--- src/rtl/axi_lite_write_slave_if.sv ---
// AXI4-Lite write channels (AW, W, B) bundled for the write-slave controller.
// Master drives valids/payloads and BREADY; slave drives readies and the response.
interface axi_lite_write_slave_if #(
    parameter int ADDR_WIDTH = 32,
    parameter int DATA_WIDTH = 32
);
    logic                      AWVALID;
    logic                      AWREADY;
    logic [ADDR_WIDTH-1:0]     AWADDR;
    logic [2:0]                AWPROT;
    logic                      WVALID;
    logic                      WREADY;
    logic [DATA_WIDTH-1:0]     WDATA;
    logic [DATA_WIDTH/8-1:0]   WSTRB;
    logic                      BVALID;
    logic                      BREADY;
    logic [1:0]                BRESP;

    modport master (
        output AWVALID, AWADDR, AWPROT, WVALID, WDATA, WSTRB, BREADY,
        input  AWREADY, WREADY, BVALID, BRESP
    );

    modport slave (
        input  AWVALID, AWADDR, AWPROT, WVALID, WDATA, WSTRB, BREADY,
        output AWREADY, WREADY, BVALID, BRESP
    );
endinterface

--- src/rtl/axi_lite_write_slave.sv ---
// AXI4-Lite write slave: one-entry AW/W holding, single-cycle reg write strobe, B response.
// Latency: pair complete at edge N -> reg_wr_en in cycle N+1 -> BVALID from cycle N+2.
// Backpressure: readies are registered and drop while a beat is held or a write is in flight; PROT_CHECK_EN rejects unprivileged writes.
module axi_lite_write_slave #(
    parameter int  ADDR_WIDTH = 32,
    parameter int  DATA_WIDTH = 32,
    parameter int  NUM_REGS   = 16,
    localparam int STRB_W     = DATA_WIDTH / 8,
    localparam int IDX_W      = (NUM_REGS > 1) ? $clog2(NUM_REGS) : 1
) (
    input  logic                   ACLK,
    input  logic                   ARESET,
    axi_lite_write_slave_if.slave  s_axi,
    output logic                   reg_wr_en,
    output logic [IDX_W-1:0]       reg_wr_idx,
    output logic [DATA_WIDTH-1:0]  reg_wr_data,
    output logic [STRB_W-1:0]      reg_wr_strb
);
    localparam int         SHIFT  = $clog2(STRB_W);
    localparam logic [1:0] OKAY   = 2'b00;
    localparam logic [1:0] SLVERR = 2'b10;

    typedef enum logic [1:0] {
        IDLE  = 2'd0,
        WRITE = 2'd1,
        RESP  = 2'd2
    } state_t;

    state_t                 state_q;
    logic                   aw_held_q, w_held_q;
    logic                   awready_q, wready_q;
    logic                   bvalid_q;
    logic [1:0]             bresp_q;
    logic [ADDR_WIDTH-1:0]  awaddr_q;
    logic [2:0]             awprot_q;
    logic [DATA_WIDTH-1:0]  wdata_q;
    logic [STRB_W-1:0]      wstrb_q;
    logic                   reg_wr_en_q;
    logic [IDX_W-1:0]       reg_wr_idx_q;

    logic                   aw_fire, w_fire;
    logic                   aw_held_d, w_held_d;
    logic [ADDR_WIDTH-1:0]  awaddr_d;
    logic [2:0]             awprot_d;
    logic [ADDR_WIDTH-1:0]  idx_full;
    logic                   in_range, prot_ok, accept;
    logic                   unused_prot;

    // Decode looks through a beat captured on this very edge, so the pair completes without a bubble.
    always_comb begin
        aw_fire   = s_axi.AWVALID && awready_q;
        w_fire    = s_axi.WVALID && wready_q;
        aw_held_d = aw_held_q || aw_fire;
        w_held_d  = w_held_q || w_fire;
        awaddr_d  = aw_fire ? s_axi.AWADDR : awaddr_q;
        awprot_d  = aw_fire ? s_axi.AWPROT : awprot_q;
        idx_full  = awaddr_d >> SHIFT;
        in_range  = idx_full < ADDR_WIDTH'(NUM_REGS);
        accept    = in_range && prot_ok;
    end

`ifdef PROT_CHECK_EN
    assign prot_ok = awprot_d[0];
`else
    assign prot_ok = 1'b1;
`endif
    assign unused_prot = ^{awprot_d, awprot_q};

    always_ff @(posedge ACLK or posedge ARESET) begin
        if (ARESET) begin
            state_q      <= IDLE;
            aw_held_q    <= 1'b0;
            w_held_q     <= 1'b0;
            awready_q    <= 1'b0;
            wready_q     <= 1'b0;
            bvalid_q     <= 1'b0;
            bresp_q      <= OKAY;
            awaddr_q     <= '0;
            awprot_q     <= '0;
            wdata_q      <= '0;
            wstrb_q      <= '0;
            reg_wr_en_q  <= 1'b0;
            reg_wr_idx_q <= '0;
        end else begin
            case (state_q)
                IDLE: begin
                    if (aw_fire) begin
                        awaddr_q <= s_axi.AWADDR;
                        awprot_q <= s_axi.AWPROT;
                    end
                    if (w_fire) begin
                        wdata_q <= s_axi.WDATA;
                        wstrb_q <= s_axi.WSTRB;
                    end
                    aw_held_q <= aw_held_d;
                    w_held_q  <= w_held_d;
                    if (aw_held_d && w_held_d) begin
                        state_q      <= WRITE;
                        reg_wr_en_q  <= accept;
                        reg_wr_idx_q <= idx_full[IDX_W-1:0];
                        bresp_q      <= accept ? OKAY : SLVERR;
                        awready_q    <= 1'b0;
                        wready_q     <= 1'b0;
                    end else begin
                        awready_q <= !aw_held_d;
                        wready_q  <= !w_held_d;
                    end
                end
                WRITE: begin
                    state_q     <= RESP;
                    reg_wr_en_q <= 1'b0;
                    bvalid_q    <= 1'b1;
                    aw_held_q   <= 1'b0;
                    w_held_q    <= 1'b0;
                end
                RESP: begin
                    if (bvalid_q && s_axi.BREADY) begin
                        state_q   <= IDLE;
                        bvalid_q  <= 1'b0;
                        awready_q <= 1'b1;
                        wready_q  <= 1'b1;
                    end
                end
                default: begin
                    state_q <= IDLE;
                end
            endcase
        end
    end

    assign s_axi.AWREADY = awready_q;
    assign s_axi.WREADY  = wready_q;
    assign s_axi.BVALID  = bvalid_q;
    assign s_axi.BRESP   = bresp_q;
    assign reg_wr_en     = reg_wr_en_q;
    assign reg_wr_idx    = reg_wr_idx_q;
    assign reg_wr_data   = wdata_q;
    assign reg_wr_strb   = wstrb_q;
endmodule
--- src/flat_wrapper.sv ---
// flat-port wrapper written by rule: the top's interface ports become plain ports
module axi_lite_write_slave_flat 
#(
    parameter int  ADDR_WIDTH = 32,
    parameter int  DATA_WIDTH = 32,
    parameter int  NUM_REGS   = 16,
    localparam int STRB_W     = DATA_WIDTH / 8,
    localparam int IDX_W      = (NUM_REGS > 1) ? $clog2(NUM_REGS) : 1
)
  (ACLK, ARESET, reg_wr_en, reg_wr_idx, reg_wr_data, reg_wr_strb, s_axi_AWVALID, s_axi_AWADDR, s_axi_AWPROT, s_axi_WVALID, s_axi_WDATA, s_axi_WSTRB, s_axi_BREADY, s_axi_AWREADY, s_axi_WREADY, s_axi_BVALID, s_axi_BRESP);
  axi_lite_write_slave_if #(.ADDR_WIDTH(ADDR_WIDTH), .DATA_WIDTH(DATA_WIDTH)) s_axi_i ();
  input  logic ACLK;
  input  logic ARESET;
  output logic reg_wr_en;
  output logic [IDX_W-1:0] reg_wr_idx;
  output logic [DATA_WIDTH-1:0] reg_wr_data;
  output logic [STRB_W-1:0] reg_wr_strb;
  input wire logic [$bits(s_axi_i.AWVALID)-1:0] s_axi_AWVALID;
  input wire logic [$bits(s_axi_i.AWADDR)-1:0] s_axi_AWADDR;
  input wire logic [$bits(s_axi_i.AWPROT)-1:0] s_axi_AWPROT;
  input wire logic [$bits(s_axi_i.WVALID)-1:0] s_axi_WVALID;
  input wire logic [$bits(s_axi_i.WDATA)-1:0] s_axi_WDATA;
  input wire logic [$bits(s_axi_i.WSTRB)-1:0] s_axi_WSTRB;
  input wire logic [$bits(s_axi_i.BREADY)-1:0] s_axi_BREADY;
  output wire logic [$bits(s_axi_i.AWREADY)-1:0] s_axi_AWREADY;
  output wire logic [$bits(s_axi_i.WREADY)-1:0] s_axi_WREADY;
  output wire logic [$bits(s_axi_i.BVALID)-1:0] s_axi_BVALID;
  output wire logic [$bits(s_axi_i.BRESP)-1:0] s_axi_BRESP;
  assign s_axi_i.AWVALID = s_axi_AWVALID;
  assign s_axi_i.AWADDR = s_axi_AWADDR;
  assign s_axi_i.AWPROT = s_axi_AWPROT;
  assign s_axi_i.WVALID = s_axi_WVALID;
  assign s_axi_i.WDATA = s_axi_WDATA;
  assign s_axi_i.WSTRB = s_axi_WSTRB;
  assign s_axi_i.BREADY = s_axi_BREADY;
  assign s_axi_AWREADY = s_axi_i.AWREADY;
  assign s_axi_WREADY = s_axi_i.WREADY;
  assign s_axi_BVALID = s_axi_i.BVALID;
  assign s_axi_BRESP = s_axi_i.BRESP;
  axi_lite_write_slave #(.ADDR_WIDTH(ADDR_WIDTH), .DATA_WIDTH(DATA_WIDTH), .NUM_REGS(NUM_REGS)) u_core (.ACLK(ACLK), .ARESET(ARESET), .s_axi(s_axi_i), .reg_wr_en(reg_wr_en), .reg_wr_idx(reg_wr_idx), .reg_wr_data(reg_wr_data), .reg_wr_strb(reg_wr_strb));
endmodule
--- config.mk ---
export PLATFORM = sky130hd
export DESIGN_NAME = axi_lite_write_slave_flat
export DESIGN_NICKNAME = d
export VERILOG_FILES = /design/src/rtl/axi_lite_write_slave_if.sv /design/src/rtl/axi_lite_write_slave.sv /design/src/flat_wrapper.sv
export SDC_FILE = /design/constraint.sdc
export NUM_CORES = 1
export LEC_CHECK = 0
export CORE_MARGIN = 8
export CORE_UTILIZATION = 47
export DETAILED_ROUTE_END_ITERATION = 16
export PLACE_DENSITY = 0.95
export SLEW_MARGIN = 20
export SYNTH_ARGS = -nofsm -noshare
export SYNTH_HDL_FRONTEND = slang
export SYNTH_SLANG_ARGS = --single-unit
--- constraint.sdc ---
create_clock -name ACLK -period 3.76 [get_ports ACLK]
set_clock_uncertainty 0.15 [all_clocks]
set_input_delay 0.376 -clock ACLK [delete_from_list [all_inputs] [get_ports ACLK]]
set_output_delay 0.376 -clock ACLK [all_outputs]
set_load 0.01 [all_outputs]
==> impl_metrics.csv <==
group,metric,value,unit
synth,synthDominantCellAreaShare,63.07,%
placement,dp_hpwl,5.767,mm
pwr,p_int,2632,uW
placement,placedCellCount,400,
finish,syn2layout_area_growth,47.11,%
clocking,clock_path_buffers,2,
finish,final_cell_mix,"115 x clkdlybuf4s50_1, 79 x dfrtp_1, 64 x mux2_2, 10 x nor2_1, 10 x nor4_1",
sta,final-setup-viol-count,0,
global_routing,grt_pass1_vias,2351,
sta,slew_viol_final,0,
floorplan,coreArea,6386,um2
sta,fmax,0.4798,GHz
global_routing,track_usage,16.06,%
critical_path,worstPathRequired,3.83,ns
clocking,postCtsSetupRepairBufs,0,
sta,final.setup.tns,0,ns
clocking,clk_pin_slew,0.08,ns
job,maxCapViolCount,0,
sta,min_period,2.084,ns
pwr,leakage,0.001886,uW
floorplan,die_w,97.66,um
clocking,cts_max_level,3,
synth,syn_inst,215,
finish,diodes,0,
critical_path,cpLargestDelayFamily,"buffers and inverters",
route,routedWlPerCell,18.16,um
floorplan,dieArea,9537,um2
route,first_pass_iters,4,
sta,slew_headroom,56.40,%
global_routing,antenna_found_initial,0,
sta,tightestPinTransition,0.6492,ns
pwr,ir_drop,0.4593,mV
floorplan,pin_count,122,
synth,yosysSeqAreaShare,63.07,%
finish,final_core_util,72.20,%
critical_path,cp_slowest_cell,"clkdlybuf4s50_1",
critical_path,crit_chain,"clkdlybuf4s50_1, nand2_1, nor3_2, buf_4, mux2_2",
finish,drive_gt1_share,25.15,%
global_routing,grt.overflow.total,0,
clocking,clock-sinks,79,
placement,gp_congestion,0.7838,
floorplan,die_h,97.66,um
critical_path,slowest_delay,0.49,ns
global_routing,grt_max_degree,80,
pwr,p_sw,1094,uW
pwr,p_comb_share,39.5,%
route,final_antenna_net_count,0,
synth,synthesis.area,3134,um2
synth,synth_area_leader_cell,"dfrtp_1",
critical_path,worst-path-buf-inv,2,
sta,hold_viol_final,0,
critical_path,endpoint_kind,"flip-flop",
sta,rsz0062_at_grt,"no",
finish,fin_cells,415,
placement,io_buffers,115,
critical_path,worst-path-max-fanout,30,
clocking,clock_latency,0.34,ns
critical_path,critPathArrivalTime,2.15,ns
clocking,ctsResizeCount,0,
synth,ys_warn_count,0,
synth,ys_ff_latch,79,
synth,syn_nets,291,
route,num_vias,2196,
clocking,cts-buffers-inserted,9,
global_routing,grt_pass1_wl,12.38,mm
pwr,p_per_area,808.0,nW/um2
route,viasPerCell,5.292,
sta,post-route-period-util,55.43,%
route,drt-initial-drc-count,34,
synth,syn_area_per_cell,14.58,um2
synth,synth_area_leaders,"dfrtp_1 63%, mux2_2 23%, nor4_1 2.2%, a21oi_1 1.4%, buf_2 1.4%",
critical_path,critPathKind,"in2reg",
finish,mostFrequentLayoutCell,"clkdlybuf4s50_1",
pwr,power_frac_seq,41.1,%
synth,synth.distinct_cells,25,
finish,nets,410,
clocking,cts_tree,"done",
clocking,hold_buffers,0,
route,wl,7.538,mm
route,drc,0,
critical_path,r2r_setup_slack,1.79,ns
floorplan,rows,29,
floorplan,start_util,49.08,%
pwr,p_sw_share,29.35,%
min_path,hp-class,"in2async",
pwr,p_clk_share,19.4,%
clocking,cts_root_buffer,"clkbuf_8",
critical_path,crit_path_start_kind,"primary input",
outcome,outcome,"completed",
-- layer usage --
metal,share of wire (%),track usage (%)
met5,0,0
met4,1.5,6.294
met3,6.4,5.334
met2,50,26.64
met1,42,18.68
-- power by group through the flow --
stage                     logic [uW]  registers [uW]  clock network (uW)
after global routing            1600            1590                 767
after CTS                       1500            1530                 737
after floorplan                  700            1590                   0
after global placement          1430            1510                   0
after detailed placement        1490            1550                   0
final                           1470            1530                 721
-- logic make-up (layout without fill, tap and decap cells) --
group,Yosys count,in the layout,synth area share [%]
buf+inv,12,135,1.916
flops,79,79,63.07
simple gates,35,35,6.148
compound gates,18,18,3.753
mux,70,70,24.99
other cells,1,1,0.1196
-- path summary, 6_finish.rpt --
check,startpoint,endpoint,cells past startpoint
setup / recovery,s_axi_AWVALID,u_core.awaddr_q[8],5
hold / removal,ARESET,u_core.reg_wr_data[8],3
setup reg to reg,u_core.s_axi.AWREADY,u_core.awaddr_q[8],4
hold reg to reg,u_core.reg_wr_data[27],u_core.reg_wr_data[27],1
max in group asynchronous,ARESET,u_core.awaddr_q[19],3
min in group ACLK,u_core.reg_wr_data[27],u_core.reg_wr_data[27],1
-- registers in the layout, indices dropped and copies added, names as in the netlist --
name / flops
u_core.reg_wr_idx: 4
u_core.reg_wr_data: 32
u_core.aw_held_q: 1
u_core.s_axi.AWREADY: 1
u_core.reg_wr_en: 1
u_core.s_axi.BRESP: 1
u_core.s_axi.WREADY: 1
u_core.w_held_q: 1
u_core.s_axi.BVALID: 1
u_core.state_q: 2
u_core.awaddr_q: 30
u_core.reg_wr_strb: 4
-- final cells by class --
cell class	instances	area (um2)
Clock inverter	4	95.09
Clock buffer	11	131.4
Inverter	2	7.507
Tap cell	77	96.34
Fill cell	435	1775
Sequential cell	79	1977
Timing Repair Buffer	118	1186
Multi-Input combinational cell	124	1117
-- through the flow --
| step | hold slack [ns] | setup WS [ns] | total power (uW) | cell area [um2] |
|---|---|---|---|---|
| 6_report | 0.2887 | 1.676 | 3725 | 4611 |
| 5_1_grt | 0.3432 | 1.579 | 3951 | 4611 |
| 4_1_cts | 0.3027 | 1.675 | 3764 | 4602 |
| 3_5_place_dp | 0.3287 | 1.311 | 3041 | 4375 |
| 3_3_place_gp | 0.3145 | 1.367 | 2938 | 4375 |
| 2_1_floorplan | 0.3006 | 1.211 | 2286 | 3134 |
-- synth_stat cells --
library cell,number
o21ai_0,2
mux2_1,2
nand2b_1,1
conb_1,1
o22ai_2,1
o32a_1,2
nor2_1,10
a31o_1,1
nor3_1,1
buf_4,1
nand4_1,2
nor4_1,11
a31oi_1,1
a21o_1,1
nor3_4,1
nand3_1,1
a21oi_1,9
mux2_2,64
dfrtp_1,79
inv_1,2
or4_1,3
nand2_1,5
o21a_1,1
mux2i_1,4
buf_2,9
-- worst min-delay path: cells and delay by family --
family / cells / cell delay, ns
buffers and inverters: 3 / 0.82
(Power assumes the default switching activity.)
